### config.mk
export PLATFORM = sky130hd
export DESIGN_NAME = sprite_dma
export DESIGN_NICKNAME = d
export VERILOG_FILES = /design/src/rtl/sprite_pkg.sv /design/src/rtl/sprite_dma_edge.sv /design/src/rtl/sprite_dma.sv
export SDC_FILE = /design/constraint.sdc
export NUM_CORES = 1
export LEC_CHECK = 0
export BUFFER_PORTS_ARGS = -buffer_cell sky130_fd_sc_hd__buf_2
export CORE_UTILIZATION = 54
export DETAILED_ROUTE_END_ITERATION = 10
export GPL_TIMING_DRIVEN = 0
export PLACE_DENSITY_LB_ADDON = 0.08
export SLEW_MARGIN = 20
export SYNTH_ARGS = -nofsm -noshare
export SYNTH_HDL_FRONTEND = slang
export SYNTH_HIERARCHICAL = 1
export SYNTH_SLANG_ARGS = --single-unit
### constraint.sdc
create_clock -name clk -period 2.05 [get_ports clk]
set_input_delay 0.205 -clock clk [delete_from_list [all_inputs] [get_ports clk]]
set_output_delay 0.205 -clock clk [all_outputs]
set_load 0.005 [all_outputs]
### src/rtl/sprite_pkg.sv
// Shared sprite definitions: DMA state encodings and sprite attribute RAM geometry.
// Latency: n/a (types and constants only).
// Backpressure: n/a.
package sprite_pkg;

    typedef enum logic [2:0] {
        DMA_IDLE,
        DMA_ARMED,
        DMA_COPY,
        DMA_FLUSH,
        DMA_DONE
    } dma_state_t;

    localparam int SPR_COUNT          = 32;
    localparam int SPR_RAM_ITEM_WIDTH = 4;
    localparam int SPR_XFER_LEN       = SPR_COUNT * SPR_RAM_ITEM_WIDTH;

endpackage

### src/rtl/sprite_dma_edge.sv
// Registered rising-edge detector for vblank.
// Latency: rise is combinational from vblank against the previous-cycle sample.
// Backpressure: none.
module sprite_dma_edge (
    input  logic clk,
    input  logic reset,
    input  logic vblank,
    output logic vblank_rise
);

    logic vblank_last;

    always_ff @(posedge clk) begin
        if (reset) begin
            vblank_last <= 1'b0;
        end else begin
            vblank_last <= vblank;
        end
    end

    assign vblank_rise = vblank & ~vblank_last;

endmodule

### src/rtl/sprite_dma.sv
// Copies a work-RAM shadow table into sprite RAM on vblank rise; SPRITE_DMA_AUTO_EN re-arms every frame.
// Latency: first write 2 cycles after vblank rise, dma_done pulses XFER_LEN+2 cycles after it.
// Backpressure: none; one byte per cycle, both RAM ports always accept.
module sprite_dma
    import sprite_pkg::*;
#(
    parameter int SRC_AW   = 16,
    parameter int DST_AW   = 7,
    parameter int XFER_LEN = SPR_XFER_LEN
) (
    input  logic              clk,
    input  logic              reset,
    input  logic              vblank,
    input  logic              cpu_start,
    input  logic [SRC_AW-1:0] cpu_src_base,
    output logic [SRC_AW-1:0] src_addr,
    input  logic [7:0]        src_data,
    output logic [DST_AW-1:0] spriteram_wr_addr,
    output logic [7:0]        spriteram_data_in,
    output logic              spriteram_wr,
    output logic              dma_armed,
    output logic              dma_busy,
    output logic              dma_done,
    output logic              dma_overrun
);

    localparam logic [DST_AW-1:0] LAST_IDX = DST_AW'(XFER_LEN - 1);

    dma_state_t        state;
    logic [SRC_AW-1:0] base;
    logic [DST_AW-1:0] rd_idx;
    logic [SRC_AW-1:0] arm_base;
    logic              vblank_rise;
    logic              disarm;

    sprite_dma_edge u_edge (
        .clk         (clk),
        .reset       (reset),
        .vblank      (vblank),
        .vblank_rise (vblank_rise)
    );

`ifdef SPRITE_DMA_AUTO_EN
    assign disarm = cpu_start && (cpu_src_base == '0);
`else
    assign disarm = 1'b0;
`endif

    // A strobe coinciding with the vblank edge must win over the older base.
    assign arm_base = cpu_start ? cpu_src_base : base;

    // Read data arrives the cycle the write is presented, so it passes straight through.
    assign spriteram_data_in = spriteram_wr ? src_data : 8'h00;

    always_ff @(posedge clk) begin
        if (reset) begin
            state             <= DMA_IDLE;
            base              <= '0;
            rd_idx            <= '0;
            src_addr          <= '0;
            spriteram_wr_addr <= '0;
            spriteram_wr      <= 1'b0;
            dma_armed         <= 1'b0;
            dma_busy          <= 1'b0;
            dma_done          <= 1'b0;
            dma_overrun       <= 1'b0;
        end else begin
            dma_done <= 1'b0;
            if (cpu_start) begin
                dma_overrun <= 1'b0;
            end
            if ((state == DMA_COPY || state == DMA_FLUSH) && !vblank) begin
                dma_overrun <= 1'b1;
            end

            case (state)
                DMA_IDLE: begin
                    if (cpu_start && !disarm) begin
                        base      <= cpu_src_base;
                        dma_armed <= 1'b1;
                        state     <= DMA_ARMED;
                    end
                end
                DMA_ARMED: begin
                    if (disarm) begin
                        dma_armed <= 1'b0;
                        state     <= DMA_IDLE;
                    end else if (vblank_rise) begin
                        base      <= arm_base;
                        src_addr  <= arm_base;
                        rd_idx    <= '0;
                        dma_armed <= 1'b0;
                        dma_busy  <= 1'b1;
                        state     <= DMA_COPY;
                    end else if (cpu_start) begin
                        base <= cpu_src_base;
                    end
                end
                DMA_COPY: begin
                    // rd_idx tracks the byte whose address is on src_addr this cycle.
                    spriteram_wr      <= 1'b1;
                    spriteram_wr_addr <= rd_idx;
                    if (rd_idx == LAST_IDX) begin
                        state <= DMA_FLUSH;
                    end else begin
                        src_addr <= src_addr + SRC_AW'(1);
                        rd_idx   <= rd_idx + DST_AW'(1);
                    end
                end
                DMA_FLUSH: begin
                    spriteram_wr <= 1'b0;
                    dma_busy     <= 1'b0;
                    dma_done     <= 1'b1;
                    state        <= DMA_DONE;
                end
                DMA_DONE: begin
`ifdef SPRITE_DMA_AUTO_EN
                    dma_armed <= 1'b1;
                    state     <= DMA_ARMED;
`else
                    state     <= DMA_IDLE;
`endif
                end
                default: begin
                    state <= DMA_IDLE;
                end
            endcase
        end
    end

endmodule

==> metrics.cfg, run 1 <==
[synthesis]
yosys.area.top_type=dfxtp_1
yosys-top-cells-area=dfxtp_1 (40%), mux2i_1 (9.4%), nor2_1 (6.0%)
synth.distinct_cells=50
synth_edf_count=0
ys_ff_latch=55
netlist_area_um2=2760
ys_seq_area_frac=0.400
synth.net_count=363
synthFlopType=dfxtp_1
yosysTopAreaCellShare=0.400
synthCells=333
ys_async_sr_fraction=0
syn_area_per_cell_um2=8.27
ys_warn_count=6

[setup_path]
critPathCaptureType=register
worstPathMaxFanout=10
r2r_end=src_addr[12]
cp.arrival_ns=2.12
crit_path_end=src_addr[12]
worstPathRequired_ns=2.23
reg2reg_setup_slack_ns=0.11
worstSetupPathType=reg2reg
rr_worst_depth=8
cp-start-kind=register
crit_path_start=rd_idx[1]
worstReg2RegStart=rd_idx[1]

[grt]
first_global_vias=2417
grt_pass1_wl_um=11200
antenna_found_initial=0
grt_max_degree=16
overflow=0
grt_use_total=0.273

[sta]
slew_violations=0
setup_tns_ns=0
fmax_mhz=515
clock_skew_ns=0.00578
fin_crit_sh=0.947
hold_violations=0
rsz0062_at_grt=no
setup_viol=0
fin_crit_ns=1.94
worstMarginPinSlew_ns=0.579
max-slew-margin-rel=0.614

[pwr]
p_leak_nw=1.39
power_switching_uw=567
p_int_mw=1.53
p_per_area_nw_per_um2=644
seqPwrFrac=0.555
sw_frac_of_total=0.271
p_comb_frac=0.158
clkPwrFrac=0.286
peakVddDrop_uv=346

[clock_network]
cts_made_buffers=5
cts_max_path_buffers=2
htree_levels=2
cts_sinks=55
cts_hold_buf=0
clk_pin_slew_ns=0.09
insertion_delay_ns=0.30
root_buffer=clkbuf_8
cts_tree=done

[place]
port_buffers=62
placed_area_um2=3150
place_inst=462
dpl.hpwl_um=5160
place.gp.congestion=0.940

[cells_and_area]
final_cell_area_um2=3260
diodes=0
layout-drive-gt1-share=0.251
fillerInstances=456
nets=433
area_growth_pct=18.2
fin_cells=470

[routing]
drc=0
drtIter0Drc=138
viasPerCell=5.74
wl_um=7100
drt_pre_antenna_iters=5
wl_per_cell_um=15.1
vias=2699
antenna_left=0

[floorplanning]
die_w_um=73.4
die-area_um2=5390
initial_core_util=0.572
die_h_um=73.4
coreArea_um2=4820
pin_count=64
fp-row-count=25

[outcome]
status=finished clean

[flow_run]
max-cap-violations=0

[min_path]
hold_path.class=in2reg

[power groups by stage]
stage               sequential, mW  combinational [mW]  clock (mW)
detailed placement            1.19               0.327           0
global route                  1.17               0.364       0.663
global placement              1.19               0.322           0
floorplan                     1.18               0.214           0
finish                        1.16               0.332       0.600
CTS                           1.16               0.329       0.622
[worst min-delay path by stage]
stage / start / endpoint / depth (start not counted)
after global routing: reset / u_edge/vblank_last / 2
final: reset / u_edge/vblank_last / 2
after CTS: reset / u_edge/vblank_last / 2
after global placement: reset / u_edge/vblank_last / 2
after detailed placement: reset / u_edge/vblank_last / 2
after floorplan: reset / u_edge/vblank_last / 1
[stage by stage]
step | setup WS, ns | hold slack [ns] | utilization | power, mW
floorplan | 0.301 | 0.269 | - | 1.39
global placement | 0.0900 | 0.404 | 0.654 | 1.51
detailed placement | 0.0797 | 0.409 | 0.654 | 1.52
CTS | 0.0562 | 0.0764 | 0.672 | 2.11
global route | 0.00651 | 0.0713 | 0.676 | 2.20
finish | 0.108 | 0.0836 | 0.676 | 2.10
[kinds of logic (layout without fill, tap and decap cells)]
kind of cell               after synthesis  after routing  share of synthesized area
xor gates and xnor gates                 1              1                    0.00318
DFF                                     55             55                      0.400
adders and majority gates                2              2                    0.00908
buffers and inverters                   27             97                     0.0500
and+or+nand+nor                        140            140                      0.258
muxes                                   29             29                      0.107
AOI/OAI and AO/OA                       79             79                      0.173
[area by class of cell]
cell class	count	area [µm²]	share of cell area
multi-input combinational	251	1520	0.468
sequential	55	1100	0.339
timing repair buffer	63	318	0.0976
buffer	24	126	0.0388
tap	67	83.8	0.0257
clock buffer	6	82.6	0.0254
inverter	3	11.3	0.00346
clock inverter	1	5.00	0.00154
[routing by layer]
| metal | routed length [µm] | track usage | part of all wire | vias to the layer above |
|---|---|---|---|---|
| li1 | - | - | - | 1321 |
| met1 | 3090 | 0.339 | 0.44 | 1253 |
| met2 | 3450 | 0.469 | 0.49 | 110 |
| met3 | 406 | 0.0466 | 0.057 | 15 |
| met4 | 142 | 0.109 | 0.020 | 0 |
| met5 | 0 | 0 | 0 | - |
[cell usage after synthesis, types with 2 or more instances]
library cell / instances
a21oi_1: 30
nand4_1: 5
nand2_1: 38
and2_1: 9
a311oi_1: 2
o22ai_1: 4
buf_2: 7
a31oi_1: 5
mux2i_1: 26
buf_6: 3
or4_1: 2
ha_1: 2
nand3_1: 8
a211oi_1: 10
inv_1: 3
dfxtp_1: 55
nor4_1: 2
o21ai_0: 15
o21ai_1: 6
nor2_1: 44
nor2b_4: 2
nor3_1: 14
mux2_2: 3
clkbuf_1: 11
nor4b_2: 2
[sequential cells by signal, indices dropped and copies added (netlist names)]
| name | flops |
|---|---|
| u_edge/vblank_last | 1 |
| base | 16 |
| spriteram_wr | 1 |
| dma_armed | 1 |
| dma_done | 1 |
| state | 3 |
| dma_overrun | 1 |
| rd_idx | 7 |
| dma_busy | 1 |
| src_addr | 16 |
| spriteram_wr_addr | 7 |
[cells in the final DEF (no fill, tap or decap), types with 4 or more instances in the layout]
| master | netlist | routed |
|---|---|---|
| dfxtp_1 | 55 | 52 |
| and2_1 | 9 | 9 |
| clkbuf_1 | 11 | 11 |
| nor2_1 | 44 | 44 |
| nand4_1 | 5 | 5 |
| clkbuf_8 | 0 | 6 |
| mux2i_1 | 26 | 26 |
| a31oi_1 | 5 | 5 |
| a211oi_1 | 10 | 10 |
| nor3_1 | 14 | 14 |
| nand2_1 | 38 | 38 |
| o22ai_1 | 4 | 4 |
| a21oi_1 | 30 | 30 |
| o21ai_0 | 15 | 15 |
| nand3_1 | 8 | 8 |
| buf_2 | 7 | 69 |
| o21ai_1 | 6 | 6 |
[critical path, cell delays in order (launching register included)]
cell and delay (ns):
dfxtp_1 0.39, ha_2 0.23, nand2_1 0.08, o31a_1 0.34, or2_1 0.24, buf_2 0.19, buf_6 0.17, o21ai_1 0.09
a21oi_1 0.08
[repair_timing]
action / CTS / global route
gates resized for setup: 0 / 5
endpoints found under the setup margin: 0 / 17
setup buffers: 0 / 1
Power figures use the tool's default switching activity.
==> inputs of run 2 (changes only) <==
--- a/config.mk
+++ b/config.mk
@@ -6,9 +6,10 @@
 export NUM_CORES = 1
 export LEC_CHECK = 0
 export BUFFER_PORTS_ARGS = -buffer_cell sky130_fd_sc_hd__buf_2
-export CORE_UTILIZATION = 54
+export CORE_UTILIZATION = 40
 export DETAILED_ROUTE_END_ITERATION = 10
 export GPL_TIMING_DRIVEN = 0
+export HOLD_SLACK_MARGIN = 0.08
 export PLACE_DENSITY_LB_ADDON = 0.08
 export SLEW_MARGIN = 20
 export SYNTH_ARGS = -nofsm -noshare
==> run 2 against run 1 <==
Against the previous run:
- clock skew rose by 0.0037 ns
- maximum frequency rose by 2.2%
- die area rose by 34%
- critical path depth fell by 2
- register-to-register slack improved by 0.04 ns
- sequential power barely moved
- clock power rose by 19%
- sequential share of layout area fell by 0.36 points
- total power rose by 5.6%
- global-route usage fell by 6.1 points
- critical endpoint unchanged
==> metrics.cfg, run 2 (synthesis results as in run 1) <==
[sta]
slew_violations=0  ; unchanged
hold_slack_ns=0.0888  ; +0.00527 ns
rsz0062_at_grt=no
worstMarginPinSlew_ns=0.551  ; -0.0283 ns
fin_crit_sh=0.927  ; -0.0203
setup_tns_ns=0  ; unchanged
hold_violations=0  ; unchanged
clock_skew_ns=0.00952  ; +0.00375 ns
setup_viol=0  ; unchanged
max-slew-margin-rel=0.631  ; +0.0175
fmax_mhz=526  ; +2.2%
fin_crit_ns=1.90  ; -0.0416 ns

[cells_and_area]
largestRegisters=base: 16 flops, src_addr: 16 flops
layout_commonest_cell=buf_2
nets=433  ; unchanged
layout-drive-gt1-share=0.248  ; -0.00248
final_cell_mix=buf_2 (69), dfxtp_1 (52), nor2_1 (44), nand2_1 (38), a21oi_1 (30)
diodes=0  ; unchanged
area_growth_pct=19.4

[pwr]
sw_frac_of_total=0.267  ; -0.00319
seqPwrFrac=0.526  ; -0.029
p_per_area_nw_per_um2=673  ; +4.5%
p_comb_frac=0.152  ; -0.006
p_int_mw=1.62  ; +6.0%
p_leak_nw=1.39  ; +0.13%
peakVddDrop_uv=375  ; +8.4%
power_switching_uw=592  ; +4.3%
clkPwrFrac=0.323  ; +0.037

[grt]
first_global_vias=2465  ; +2.0%
overflow=0  ; unchanged
grt_use_total=0.212  ; -0.0611
grt_pass1_wl_um=12100  ; +7.9%
grt_max_degree=17  ; +1
antenna_found_initial=0  ; unchanged

[setup_path]
rr_worst_depth=6  ; -2
worstReg2RegStart=src_addr[0]
worstSetupPathType=reg2reg
critPathCaptureType=register
cpPeakStageDelay_ns=0.58  ; +0.19 ns
worstPathRequired_ns=2.23  ; about the same
critPathTopFamily=simple AND/OR/NAND/NOR gates
r2r_end=src_addr[12]
cp.arrival_ns=2.08  ; -0.04 ns
cp_slowest_cell=or4_1
reg2reg_setup_slack_ns=0.15  ; +0.04 ns
path_buf_inv=0  ; -2
worstPathMaxFanout=7  ; -3
path_cells=ha_1, nand3_1, or4_1, and2_0, o21ai_1, a21oi_1
cp-start-kind=register

[clock_network]
htree_levels=2  ; unchanged
cts_max_path_buffers=2  ; unchanged
clk_pin_slew_ns=0.10  ; about the same
root_buffer=clkbuf_8
cts_tree=done
insertion_delay_ns=0.31  ; about the same
cts_sinks=55  ; unchanged
cts_made_buffers=5  ; unchanged
cts_hold_buf=0  ; unchanged

[place]
port_buffers=62  ; unchanged
dpl.hpwl_um=5350  ; +3.7%
place.gp.congestion=0.873  ; -7.1%

[flow_run]
max-cap-violations=0  ; unchanged

[min_path]
hold_path.class=in2reg
hold_path_end=u_edge/vblank_last
worstHoldStart=reset
whs_path_depth=2  ; unchanged

[routing]
drt_pre_antenna_iters=4  ; -1
vias=2665  ; -1.3%
drc=0  ; unchanged
viasPerCell=5.55  ; -3.3%
wl_per_cell_um=15.3  ; +1.5%
antenna_left=0  ; unchanged
wl_um=7360  ; +3.6%
drtIter0Drc=99  ; -28%

[floorplanning]
coreArea_um2=6490  ; +35%
fp-row-count=29  ; +16%
die_h_um=85.0  ; +16%
pin_count=64  ; unchanged
die_w_um=85.0  ; +16%
die-area_um2=7220  ; +34%
initial_core_util=0.424  ; -0.148

[outcome]
status=finished clean

-- run 2: per-stage QoR --
| stage | utilization | instance area, µm² | cells | setup slack, ns | total power, mW |
|---|---|---|---|---|---|
| finish | 0.507 | 3290 | 480 | 0.149 | 2.21 |
| global route | 0.507 | 3290 | 480 | 0.0179 | 2.32 |
| global placement | 0.487 | 3160 | 472 | 0.0576 | 1.52 |
| floorplan | - | 2760 | 333 | 0.301 | 1.39 |
| CTS | 0.503 | 3270 | 479 | 0.0471 | 2.23 |
| detailed placement | 0.487 | 3160 | 472 | 0.0635 | 1.52 |
-- run 2: final cells by class --
class	instances	area (µm²)
Inverter	3	11.3
Buffer	24	126
Sequential cell	55	1100
Tap cell	77	96.3
Fill cell	682	3200
Clock inverter	2	37.5
Multi-Input combinational cell	251	1530
Clock buffer	5	68.8
Timing Repair Buffer	63	318
-- run 2: layer usage --
metal  global-route usage  vias to the layer above  part of all wire
li1                     -                     1321                 -
met1                0.284                     1248              0.44
met2                0.359                       88              0.48
met3               0.0331                        8             0.066
met4               0.0493                        0             0.010
met5                    0                        -                 0
-- run 2: power by group through the flow --
stage | logic, mW | clock network (mW) | registers, mW
floorplan | 0.214 | 0 | 1.18
global placement | 0.329 | 0 | 1.19
detailed placement | 0.333 | 0 | 1.19
CTS | 0.335 | 0.737 | 1.16
global route | 0.373 | 0.771 | 1.17
finish | 0.336 | 0.714 | 1.16
-- run 2: timing repair --
action,in CTS,in global routing
endpoints found under the setup margin,0,17
setup buffers,0,1
resized for setup,0,5
-- run 2: worst max path at each step --
stage,cells after the start,slack (ns),end,start
floorplan,6,0.30,src_addr[12],src_addr[0]
global placement,8,0.06,src_addr[7],rd_idx[0]
detailed placement,8,0.06,src_addr[7],rd_idx[0]
CTS,8,0.05,src_addr[7],rd_idx[0]
global route,8,0.02,src_addr[14],rd_idx[1]
finish,6,0.15,src_addr[12],src_addr[0]
